[src/rtl/affine_seq_pkg.sv]
// Shared types and constants for the affine sequencer.
// Holds the datapath width, program ROM word layout, opcodes and state encoding.
// Also hosts the instruction legality check used at issue time.
package affine;

  localparam int N    = 16;
  localparam int PC_W = 5;
  localparam int OP_W = 3;

  localparam logic [OP_W-1:0] OP_NOP = 3'd0;
  localparam logic [OP_W-1:0] OP_ADD = 3'd1;
  localparam logic [OP_W-1:0] OP_SUB = 3'd2;
  localparam logic [OP_W-1:0] OP_MUL = 3'd3;
  localparam logic [OP_W-1:0] OP_MAC = 3'd4;
  localparam logic [OP_W-1:0] OP_MOV = 3'd5;
  localparam logic [OP_W-1:0] OP_NEG = 3'd6;
  localparam logic [OP_W-1:0] OP_SHR = 3'd7;

  typedef struct packed {
    logic [OP_W-1:0] op;
    logic [2:0]      rs;
    logic [2:0]      rd;
    logic            dual;
    logic            last;
  } instr_t;

  // Address 3 reads as zero and swallows writes, so this is a true no-op.
  localparam instr_t NOP_INSTR = '{op: OP_NOP, rs: 3'd3, rd: 3'd3, dual: 1'b0, last: 1'b0};

  typedef enum logic [2:0] {
    S_IDLE   = 3'd0,
    S_LOAD   = 3'd1,
    S_SETTLE = 3'd2,
    S_EXEC   = 3'd3,
    S_DRAIN  = 3'd4,
    S_DONE   = 3'd5
  } state_t;

  typedef struct packed {
    logic squash;  // issue a NOP in place of this word
    logic err;     // word is malformed in some way
  } chk_t;

  // Single-write words may not target the read-only external register (0),
  // the zero register (3) or the unpopulated addresses 5..7. Bad sources are
  // only flagged; the register file reads them harmlessly.
  function automatic chk_t instr_check(instr_t i);
    chk_t c;
    logic rd_bad;
    logic rs_bad;
    rd_bad   = (i.rd == 3'd0) || (i.rd == 3'd3) || (i.rd >= 3'd5);
    rs_bad   = (i.rs == 3'd3) || (i.rs >= 3'd5);
    c.squash = !i.dual && rd_bad;
    c.err    = c.squash || rs_bad;
    return c;
  endfunction

endpackage

[src/rtl/affine_seq_if.sv]
// Sample input stream for the affine sequencer.
// Plain valid/ready: a transfer happens on a rising edge with both high.
// The producer holds data stable while valid is high and ready is low.
interface affine_seq_if;
  import affine::*;

  logic         smp_valid_i;
  logic [N-1:0] smp_data_i;
  logic         smp_ready_o;

  modport master (output smp_valid_i, output smp_data_i, input smp_ready_o);
  modport slave  (input smp_valid_i, input smp_data_i, output smp_ready_o);

endinterface

[src/rtl/affine_seq.sv]
// Sample-driven microsequencer: loads one sample, runs the ROM program over it, repeats.
// Latency: ROM word at pc_o appears on the control outputs exactly one cycle later.
// Backpressure: sample ready is high only in LOAD; the block waits there indefinitely.
module affine_seq
  import affine::*;
(
  input  logic            clk_i,
  input  logic            rst_i,
  input  logic            start_i,
  input  logic            abort_i,
  input  logic [7:0]      num_samples_i,
  affine_seq_if.slave     smp,
  output logic [PC_W-1:0] pc_o,
  input  instr_t          instr_i,
  output logic [N-1:0]    ext_data_o,
  output logic [2:0]      rs_addr_o,
  output logic [2:0]      rd_addr_o,
  output logic            wdual_o,
  output logic [OP_W-1:0] op_o,
  output logic            busy_o,
  output logic            done_o,
  output logic            err_o
);

  state_t          state, state_n;
  logic [PC_W-1:0] pc, pc_n;
  logic [7:0]      cnt, cnt_n;
  logic [7:0]      num, num_n;
  logic [N-1:0]    ext, ext_n;
  logic [OP_W-1:0] op_q, op_n;
  logic [2:0]      rs_q, rs_n;
  logic [2:0]      rd_q, rd_n;
  logic            dual_q, dual_n;
  logic            err_q, err_n;
  logic            busy_q, ready_q, done_q;
  chk_t            chk;

  // Next-state, datapath and issue decode; issue register defaults to NOP.
  always_comb begin
    state_n = state;
    pc_n    = pc;
    cnt_n   = cnt;
    num_n   = num;
    ext_n   = ext;
    op_n    = NOP_INSTR.op;
    rs_n    = NOP_INSTR.rs;
    rd_n    = NOP_INSTR.rd;
    dual_n  = NOP_INSTR.dual;
    err_n   = err_q;
    chk     = instr_check(instr_i);

    if (abort_i) begin
      state_n = S_IDLE;
    end else begin
      case (state)
        S_IDLE: begin
          if (start_i) begin
            num_n   = num_samples_i;
            cnt_n   = 8'd0;
            err_n   = 1'b0;
            state_n = (num_samples_i == 8'd0) ? S_DONE : S_LOAD;
          end
        end
        S_LOAD: begin
          if (smp.smp_valid_i && ready_q) begin
            ext_n   = smp.smp_data_i;
            state_n = S_SETTLE;
          end
        end
        S_SETTLE: begin
          // One idle cycle lets the register file capture ext_data_o first.
          pc_n    = '0;
          state_n = S_EXEC;
        end
        S_EXEC: begin
          if (!chk.squash) begin
            op_n   = instr_i.op;
            rs_n   = instr_i.rs;
            rd_n   = instr_i.rd;
            dual_n = instr_i.dual;
          end
          err_n = err_q | chk.err;
          pc_n  = pc + 1'b1;
          if (instr_i.last || (pc == '1)) begin
            // Running off the end of the ROM is treated as an implicit last.
            if (!instr_i.last) err_n = 1'b1;
            state_n = S_DRAIN;
          end
        end
        S_DRAIN: begin
          cnt_n   = cnt + 8'd1;
          state_n = (cnt_n == num) ? S_DONE : S_LOAD;
        end
        S_DONE: begin
          state_n = S_IDLE;
        end
        default: begin
          state_n = S_IDLE;
        end
      endcase
    end
  end

  // State and registered outputs; status flags are derived from the next state.
  always_ff @(posedge clk_i or posedge rst_i) begin
    if (rst_i) begin
      state   <= S_IDLE;
      pc      <= '0;
      cnt     <= 8'd0;
      num     <= 8'd0;
      ext     <= '0;
      op_q    <= NOP_INSTR.op;
      rs_q    <= NOP_INSTR.rs;
      rd_q    <= NOP_INSTR.rd;
      dual_q  <= NOP_INSTR.dual;
      err_q   <= 1'b0;
      busy_q  <= 1'b0;
      ready_q <= 1'b0;
      done_q  <= 1'b0;
    end else begin
      state   <= state_n;
      pc      <= pc_n;
      cnt     <= cnt_n;
      num     <= num_n;
      ext     <= ext_n;
      op_q    <= op_n;
      rs_q    <= rs_n;
      rd_q    <= rd_n;
      dual_q  <= dual_n;
      err_q   <= err_n;
      busy_q  <= (state_n != S_IDLE);
      ready_q <= (state_n == S_LOAD);
      done_q  <= (state_n == S_DONE);
    end
  end

  assign pc_o            = pc;
  assign ext_data_o      = ext;
  assign op_o            = op_q;
  assign rs_addr_o       = rs_q;
  assign rd_addr_o       = rd_q;
  assign wdual_o         = dual_q;
  assign err_o           = err_q;
  assign busy_o          = busy_q;
  assign done_o          = done_q;
  assign smp.smp_ready_o = ready_q;

endmodule
[src/flat_wrapper.sv]
// flat-port wrapper written by rule: the top's interface ports become plain ports
module affine_seq_flat import affine::*;
  (clk_i, rst_i, start_i, abort_i, num_samples_i, pc_o, instr_i, ext_data_o, rs_addr_o, rd_addr_o, wdual_o, op_o, busy_o, done_o, err_o, smp_smp_valid_i, smp_smp_data_i, smp_smp_ready_o);
  affine_seq_if smp_i ();
  input  logic clk_i;
  input  logic rst_i;
  input  logic start_i;
  input  logic abort_i;
  input  logic [7:0] num_samples_i;
  output logic [PC_W-1:0] pc_o;
  input  instr_t instr_i;
  output logic [N-1:0] ext_data_o;
  output logic [2:0] rs_addr_o;
  output logic [2:0] rd_addr_o;
  output logic wdual_o;
  output logic [OP_W-1:0] op_o;
  output logic busy_o;
  output logic done_o;
  output logic err_o;
  input wire logic [$bits(smp_i.smp_valid_i)-1:0] smp_smp_valid_i;
  input wire logic [$bits(smp_i.smp_data_i)-1:0] smp_smp_data_i;
  output wire logic [$bits(smp_i.smp_ready_o)-1:0] smp_smp_ready_o;
  assign smp_i.smp_valid_i = smp_smp_valid_i;
  assign smp_i.smp_data_i = smp_smp_data_i;
  assign smp_smp_ready_o = smp_i.smp_ready_o;
  affine_seq u_core (.clk_i(clk_i), .rst_i(rst_i), .start_i(start_i), .abort_i(abort_i), .num_samples_i(num_samples_i), .smp(smp_i), .pc_o(pc_o), .instr_i(instr_i), .ext_data_o(ext_data_o), .rs_addr_o(rs_addr_o), .rd_addr_o(rd_addr_o), .wdual_o(wdual_o), .op_o(op_o), .busy_o(busy_o), .done_o(done_o), .err_o(err_o));
endmodule
[config.mk]
export PLATFORM = sky130hd
export DESIGN_NAME = affine_seq_flat
export DESIGN_NICKNAME = d
export VERILOG_FILES = /design/src/rtl/affine_seq_pkg.sv /design/src/rtl/affine_seq_if.sv /design/src/rtl/affine_seq.sv /design/src/flat_wrapper.sv
export SDC_FILE = /design/constraint.sdc
export NUM_CORES = 1
export LEC_CHECK = 0
export BUFFER_PORTS_ARGS = -buffer_cell sky130_fd_sc_hd__buf_4
export CELL_PAD_IN_SITES_DETAIL_PLACEMENT = 1
export CELL_PAD_IN_SITES_GLOBAL_PLACEMENT = 2
export CORE_ASPECT_RATIO = 1.1
export CORE_MARGIN = 3
export CORE_UTILIZATION = 33
export CTS_BUF_LIST = sky130_fd_sc_hd__clkbuf_2 sky130_fd_sc_hd__clkbuf_4 sky130_fd_sc_hd__clkbuf_8
export DETAILED_ROUTE_END_ITERATION = 10
export HOLD_SLACK_MARGIN = 0.02
export PLACE_DENSITY_LB_ADDON = 0.1
export REMOVE_ABC_BUFFERS = 1
export SYNTH_ARGS = -nofsm -noshare
export SYNTH_HDL_FRONTEND = slang
export SYNTH_SLANG_ARGS = --single-unit
[constraint.sdc]
create_clock -name clk_i -period 2.5 [get_ports clk_i]
set_input_delay 0.75 -clock clk_i [delete_from_list [all_inputs] [get_ports clk_i]]
set_output_delay 0.75 -clock clk_i [all_outputs]
set_load 0.02 [all_outputs]
======== Yosys cells after proc, flatten, opt, wreduce, memory -nomap -nowiden ========
Index checks and enable logic that the tools add are counted.
cells by class
  add/subtract/negate cells ............... 2
  magnitude comparators ................... 2
  equality and inequality tests ........... 11
  multiplexer cells ....................... 26
  bitwise logic cells ..................... 2
  reduce and logical (&&, ||, !) cells .... 20
operators with widths
  operator               number
  $mux W3                15
  $pmux W8 S2            1
  $pmux W3 S5            1
  $eq A3 B2 Y1 const B   4
  $reduce_and A3 Y1      4
  $pmux W5 S2            1
  $add A8 B1 Y8 const B  1
  $eq A8 B8 Y1           1
  $logic_not A8 Y1       1
  $mux W8                1
  $eq A3 B1 Y1 const B   2
  $eq A3 B3 Y1 const B   2
  $ge A3 B3 Y1 const B   2
  $logic_not A3 Y1       2
  $mux W1                6
  $reduce_bool A2 Y1     3
  $add A5 B1 Y5 const B  1
  $eq A5 B5 Y1 const B   1
  $logic_or A1 B1 Y1     5
  $reduce_bool A3 Y1     1
  $logic_and A1 B1 Y1    2
  $ne A2 B2 Y1 const B   1
  $pmux W1 S2            1
  $reduce_and A2 Y1      1
  3 further kinds        3
storage, ports and cells
  register bits ........................... 54
  input bits .............................. 40
  output and inout bits ................... 35
  word-level logic and storage cells ...... 76

======== Logic depth before layout (Yosys ltp) ========
Gate-level depths: netlist of the first run.
  depth after elaboration ................. 9
  depth in mapped cells ................... 8
  gate-level depth less buffers ........... 8

======== Least setup slack after synthesis of the first run ========
Ideal clock, no wire load.
  kind .................................... reg-to-reg
  start ................................... register u_core.pc[0], in the netlist u_core.pc_o[0]
  end ..................................... register u_core.ready_q, in the netlist u_core.smp.smp_ready_o
  library setup time ...................... 68 ps
  arrival time ............................ 1907 ps
  data required time ...................... 2432 ps
  setup slack ............................. 525 ps
  cell stages (with the launch flop) ...... 9
  buffers on the path ..................... 0
  period minus slack after synthesis ...... 1975 ps
  path through ............................ dfrtp_1 ha_1 and3_1 ha_1 o211a_1 a41oi_1 nor2_1 a41oi_2 and4_1
on the way
  word-level cells in the longest chain between the ends .. 6
RTL lines
  element                 RTL line           source
  start, declared         affine_seq.sv:26   logic [PC_W-1:0] pc, pc_n;
  start signal, assigned  affine_seq.sv:122  pc <= pc_n;
  $eq A5 B5 Y1            affine_seq.sv:84   if (instr_i.last || (pc == '1)) begin
  $logic_or A1 B1 Y1      affine_seq.sv:84
  $mux W3                 affine_seq.sv:84
  $pmux W3 S5             affine_seq.sv:55   case (state)
  $mux W3                 affine_seq.sv:52   if (abort_i) begin
  $eq A3 B1 Y1            affine_seq.sv:132  ready_q <= (state_n == S_LOAD);
  end signal, assigned    affine_seq.sv:132
  end, declared           affine_seq.sv:35   logic busy_q, ready_q, done_q;
Every way passes these cells.
A chain may end at the register's enable or synchronous reset.

======== Final worst setup path of the first run ========
Same ends and word-level chain as after synthesis.

==> impl_metrics.yaml, run 1 <==
placement:
  gp_congestion: 0.7370
  dpl.hpwl_um: 4437
  place_area_um2: 3104
  place_ws_ps: 438.2
  place_inst: 366
  io_buffer_count: 74
timing:
  fin_skew_ps: 12.24
  relSlewSlack_pct: 61.54
  finalCriticalPeriod_ps: 2081
  setup_ws_ps: 418.7
  slew_viol_final: 0
  tightest_slew_ps: 573.1
  finalHoldViolations: 0
  finalSetupViolations: 0
  tns_ps: 0
  hold_slack_ps: 483.1
  max_clock_freq_mhz: 480.5
  rsz0062_at_grt: "false"
  period_share_pct: 83.25
run_status:
  status: "finished, final reports clean"
clocking:
  clk-insertion-delay-late_ps: 310
  cts.sinks: 54
  numCtsBuffers: 5
  postCtsResizedCells: 0
  cts_root_buffer: "clkbuf_8"
  clk_pin_slew_ps: 100
  cts_tree: "yes"
  cts_setup_buffers: 0
  htreeDepth: 2
  hold_buffers: 0
  cts_buffer_depth: 2
setup_path:
  path_class: "reg2reg"
  worstPathCellList: "ha_1, and3_1, ha_1, o211a_1, a41oi_1, nor2_1, a41oi_2, and4_1"
  cp_slowest_cell: "dfrtp_1"
  worstPathMaxFanout: 5
  rr_worst_depth: 8
  path_common_cell: "ha_1"
  cpPeakStageDelay_ps: 440
  cp_data_arrival_time_ps: 2320
  worstPathRequired_ps: 2740
  worst_setup_path_start_kind: "flop"
  crit_path_end_kind: "flop"
global_route:
  grt_antenna_before_repair: 0
  grtUsageTotal_pct: 14.70
  grt_pass1_vias: 1980
  grt_pass1_wl_um: 9722
  grt_max_degree: 55
  grt_overflow: 0
logic_synthesis:
  yosys.area.top_type: "dfrtp_1"
  synthArstFlopShare_pct: 100.0
  synth_top_area_share_pct: 51.60
  synth_area_um2: 2425
  synth_cell_type_count: 42
  synth-xor-area-share_pct: 5.057
  synth_common_cells: "dfrtp_1 (50), mux2_2 (24), o21ai_0 (17), nor2_1 (16), nand2_1 (14)"
  synth_adder_area_share_pct: 1.961
  synth_top_family_by_area: "simple AND/OR/NAND/NOR gates"
  netlist_top_cells_area: "dfrtp_1 (52%), mux2_2 (11%), dfstp_2 (4.3%)"
  yosysMostFrequentCell: "dfrtp_1"
  yosysWarnings: 0
  synth_seq_area_share_pct: 55.93
  synth_mux_area_share_pct: 11.15
  syn_inst: 208
  synth-simple-area-share_pct: 15.02
  synth-compound-area-share_pct: 9.236
  synth-edff-count: 0
  ys_seq_elements: 54
  syn_avg_cell_area_um2: 11.66
  synth_ff_type: "dfrtp_1"
route:
  post_drt_wl_per_cell_um: 15.50
  drc: 0
  drt_iter0_drc: 34
  drt-total-wl_um: 5797
  firstDrtPassIters: 4
  postRouteAntennaNets: 0
  viasPerCell: 5.043
  vias: 1886
cells_and_area:
  final_area_um2: 3194
  drive_gt1_share_pct: 41.52
  regArea_um2: 1356
  final_cells: 374
  nFillCells: 797
  diodes: 0
  multi_input_area_um2: 1028
  area_delta_synth_final_pct: 31.73
  nets: 331
floorplanning:
  io_pins: 75
  initial_core_util_pct: 34.22
  dieHeight_um: 95.91
  core.rowCount: 32
  die-area_um2: 8414
  dieWidth_um: 87.73
  core_area_um2: 7087
min_path:
  hold_path.class: "in2async"
flow_run:
  cap_violations: 0
power:
  p_leak_nw: 1.513
  p_per_area_nw_per_um2: 672.5
  vdd_ir_drop_max_mv: 0.2511
==> worst paths after layout <==
check / slack, ps / startpoint / to
max in group asynchronous: 1720 / rst_i / u_core.rd_addr_o[1]$_DFF_PP1_
min in group clk_i: 500 / u_core.err_o$_DFFE_PP0P_ / u_core.err_o$_DFFE_PP0P_
worst min register to register: 500 / u_core.err_o$_DFFE_PP0P_ / u_core.err_o$_DFFE_PP0P_
worst max register to register: 420 / u_core.pc_o[0]$_DFFE_PP0P_ / u_core.smp.smp_ready_o$_DFF_PP0_
worst max-delay path: 420 / u_core.pc_o[0]$_DFFE_PP0P_ / u_core.smp.smp_ready_o$_DFF_PP0_
worst min-delay path: 480 / rst_i / u_core.ext_data_o[4]$_DFFE_PP0P_
==> where the power goes <==
group | internal, W | total [W] | switching, W | leakage (nW)
Combinational | 0.000294 | 0.000568 | 0.000274 | 0.771
Sequential | 0.00100 | 0.00109 | 0.0000828 | 0.694
Clock | 0.000209 | 0.000495 | 0.000286 | 0.0486
Total | 0.00151 | 0.00215 | 0.000643 | 1.51
==> registers in the layout, indices dropped and copies added (netlist names), 3 cells and up <==
signal and cells:
u_core.ext_data_o 16, u_core.cnt 8, u_core.num 8, u_core.pc_o 5, u_core.op_o 3, u_core.rd_addr_o 3
u_core.rs_addr_o 3, u_core.state 3
==> through the flow <==
step / power, W / util, %
2_1_floorplan: 0.001408 / -
3_3_place_gp: 0.001677 / 43.80
3_5_place_dp: 0.001685 / 43.80
4_1_cts: 0.002191 / 45.07
5_1_grt: 0.002279 / 45.07
6_report: 0.002148 / 45.07
==> final cells by class <==
class | instances | area share [%]
inverters | 4 | 0.4700
well taps | 85 | 3.329
repair buffers | 78 | 18.72
multi-input cells | 145 | 32.20
clock buffers | 6 | 2.389
clock inverters | 2 | 0.4309
flip-flops and latches | 54 | 42.46
==> logic make-up (layout without fill, tap and decap cells) <==
kind of cell,count (synthesis),count (layout)
compound gates,33,33
xor+xnor,14,14
flops,54,54
fa+ha+maj,4,4
buf+inv,9,90
mux,24,24
simple gates,70,70
==> routing by layer <==
layer	global-route usage (%)	vias up	share of wire (%)
li1	-	901	-
met2	24.25	37	52
met5	0	-	0
met4	5.243	0	1.9
met3	4.024	9	4.9
met1	18.44	939	41
==> critical path, delay by kind of cell (launching register included) <==
kind	cells	cell delay, ps
adders and majority gates	2	420
AOI/OAI and AO/OA	3	670
and+or+nand+nor	3	470
DFF	1	440
==> cell usage in the layout (no fill, tap or decap), types with 2 or more instances in the layout <==
master | Yosys | layout
and2_1 | 6 | 6
xnor2_1 | 7 | 7
nand4_1 | 4 | 4
mux2_2 | 24 | 24
inv_1 | 4 | 3
ha_1 | 3 | 3
nor2b_1 | 2 | 2
nor3_1 | 4 | 4
dfrtp_1 | 50 | 50
xor2_1 | 7 | 7
nand2b_1 | 3 | 3
buf_4 | 1 | 77
nand3_1 | 8 | 8
o21ai_0 | 17 | 17
or3_1 | 4 | 4
clkbuf_8 | 0 | 5
nor2_1 | 16 | 16
dfstp_2 | 4 | 4
nor4_1 | 3 | 3
nand2_1 | 14 | 14
o31ai_1 | 3 | 3
Note: power is estimated with default switching activity, not from simulation.
==> run 2: changes to the inputs <==
- ABC_AREA: default -> 1
- CORE_UTILIZATION: 33 -> 28
- clock period: 2.5 -> 1.7 ns (I/O delays scaled with it)
==> impl_metrics.yaml, run 2 <==
timing:
  tightest_slew_ps: 521.1
  relSlewSlack_pct: 64.94
  finalCriticalPeriod_ps: 1659
  finalHoldViolations: 0
  finalSetupViolations: 0
  rsz0062_at_grt: "true"
  max_clock_freq_mhz: 602.7
  fin_skew_ps: 8.473
  period_share_pct: 97.60
  slew_viol_final: 0
setup_path:
  worstPathRequired_ps: 1900
  cpPeakStageDelay_ps: 380
  path_class: "reg2reg"
  crit_path_end_kind: "flop"
  worstPathCellList: "ha_2, nand2_2, nor2_2, ha_2, nor2_4, o21ai_2, nand4_1, nand2_1, inv_2, nor2_2, nand2_1"
  cp_top_family: "simple AND/OR/NAND/NOR gates"
  cp_slowest_cell: "dfrtp_1"
  worst_setup_path_start_kind: "flop"
  worstPathMaxFanout: 2
  cp_num_buf_inv: 1
  cp_data_arrival_time_ps: 1860
placement:
  gp_congestion: 0.7969
  place_inst: 476
  dpl.hpwl_um: 5848
  io_buffer_count: 74
logic_synthesis:
  synth_cell_type_count: 30
  netlist_top_cells_area: "dfrtp_1 (50%), nand2_1 (9.8%), mux2_4 (5.9%)"
  synth_common_cells: "nand2_1 (66), dfrtp_1 (50), inv_1 (38), nor2_1 (25), nand3_1 (19)"
  yosys.area.top_type: "dfrtp_1"
  synth_area_um2: 2524
  syn_inst: 274
  synth-edff-count: 0
  synth_ff_type: "dfrtp_1"
  yosysWarnings: 0
  synthArstFlopShare_pct: 100.0
  syn_avg_cell_area_um2: 9.210
  synth_seq_area_share_pct: 53.74
  ys_seq_elements: 54
  synth_top_area_share_pct: 49.58
  yosysMostFrequentCell: "nand2_1"
floorplanning:
  io_pins: 75
  dieWidth_um: 96.52
  die-area_um2: 10190
  initial_core_util_pct: 29.40
  core_area_um2: 8583
  dieHeight_um: 105.6
  core.rowCount: 35
route:
  drt_iter0_drc: 72
  vias: 2199
  top_layer: "met4"
  met2_length_um: 3771
  postRouteAntennaNets: 0
  wl_met3_um: 427
  wl_met1_um: 3085
  viasPerCell: 4.460
  drt-total-wl_um: 7341
  post_drt_wl_per_cell_um: 14.89
  firstDrtPassIters: 4
  drc: 0
cells_and_area:
  drive_gt1_share_pct: 46.07
  regArea_um2: 1358
  final_common_cell: "buf_4"
  multi_input_area_um2: 1089
  final_cells: 493
  final_cell_mix: "buf_4 (99), nand2_1 (56), dfrtp_1 (49)"
  diodes: 0
  nFillCells: 1036
  largest_register_ff_count: 16
  nets: 424
  area_delta_synth_final_pct: 44.27
global_route:
  grt_pass1_vias: 2326
  grt_max_degree: 22
  grt_pass1_wl_um: 11850
  grtUsageTotal_pct: 15.10
  grt_overflow: 0
  grt_antenna_before_repair: 0
run_status:
  status: "finished, final reports clean"
power:
  vdd_ir_drop_max_mv: 0.4447
  power.total_w: 0.003485
  p_leak_nw: 1.860
  p_per_area_nw_per_um2: 957.2
clocking:
  htreeDepth: 2
  cts.sinks: 54
  cts_buffer_depth: 2
  clk_pin_slew_ps: 110
  cts_tree: "yes"
  cts_root_buffer: "clkbuf_8"
  numCtsBuffers: 5
  clk-insertion-delay-late_ps: 310
flow_run:
  cap_violations: 0
min_path:
  hold_path.class: "in2async"
==> run 2: cell types whose count changed after synthesis, moves of 7 or more <==
cell,previous run,this run
nand2_1,14,66
inv_1,4,38
mux2_2,24,6
mux2_4,0,10
xor2_1,7,0
nor2_1,16,25
nand3_1,8,19
==> run 2: logic make-up (layout without fill, tap and decap cells) <==
kind of cell | count (synthesis) | in the layout | synth area share [%]
compound gates | 30 | 30 | 6.495
xor+xnor | 1 | 1 | 0.3471
fa+ha+maj | 4 | 4 | 1.884
buf+inv | 45 | 153 | 7.436
flops | 54 | 54 | 53.74
mux | 16 | 16 | 8.626
simple gates | 124 | 124 | 21.47
==> run 2: path summary, 6_finish.rpt <==
| check | from | endpoint | slack (ps) | cells after the start |
|---|---|---|---|---|
| hold / removal | rst_i | u_core.num[7]$_DFFE_PP0P_ | 200 | 2 |
| max in group asynchronous | rst_i | u_core.cnt[3]$_DFFE_PP0P_ | 1040 | 3 |
| setup / recovery | u_core.pc_o[1]$_DFFE_PP0P_ | u_core.busy_o$_DFF_PP0_ | 40 | 11 |
| min in group clk_i | instr_i[6] | u_core.rs_addr_o[1]$_DFF_PP1_ | 400 | 2 |
| setup reg to reg | u_core.pc_o[1]$_DFFE_PP0P_ | u_core.busy_o$_DFF_PP0_ | 40 | 11 |
| hold reg to reg | u_core.err_o$_DFFE_PP0P_ | u_core.err_o$_DFFE_PP0P_ | 500 | 2 |
==> run 2: layout make-up <==
type	instances	area share, %
Timing Repair Buffer	102	21.82
Clock buffer	6	2.268
Sequential cell	54	37.29
Tap cell	111	3.814
Multi-Input combinational cell	175	29.90
Inverter	43	4.467
Clock inverter	2	0.4467
==> run 2: power breakdown <==
| group | switching (W) | internal (W) |
|---|---|---|
| Sequential | 0.000119 | 0.00149 |
| Clock | 0.000458 | 0.000337 |
| Combinational | 0.000541 | 0.000544 |
| Total | 0.00112 | 0.00237 |
==> run 2: timing repair <==
action / CTS / global route
setup endpoints to repair: 4 / 4
resized for setup: 3 / 33
pin swaps: 2 / 20
hold buffers: 0 / 0
setup buffers: 1 / 8
==> run 2: metal layers <==
layer  track usage [%]  vias up
met5                 0        -
met4             3.607        0
met3             4.854        4
met2             24.65       39
met1             19.22     1071
li1                  -     1085
==> run 2: stage by stage <==
step	worst slack, ps	instance area, um^2	hold WS (ps)	util [%]	TNS [ps]
2_1_floorplan	-118.0	2499	461.8	-	-5898
3_3_place_gp	0.9304	3361	477.1	39.15	0
3_5_place_dp	-52.25	3361	489.7	39.15	-124.0
4_1_cts	11.64	3472	204.2	40.45	0
5_1_grt	-125.2	3641	218.2	42.42	-475.0
6_report	40.72	3641	196.1	42.42	0
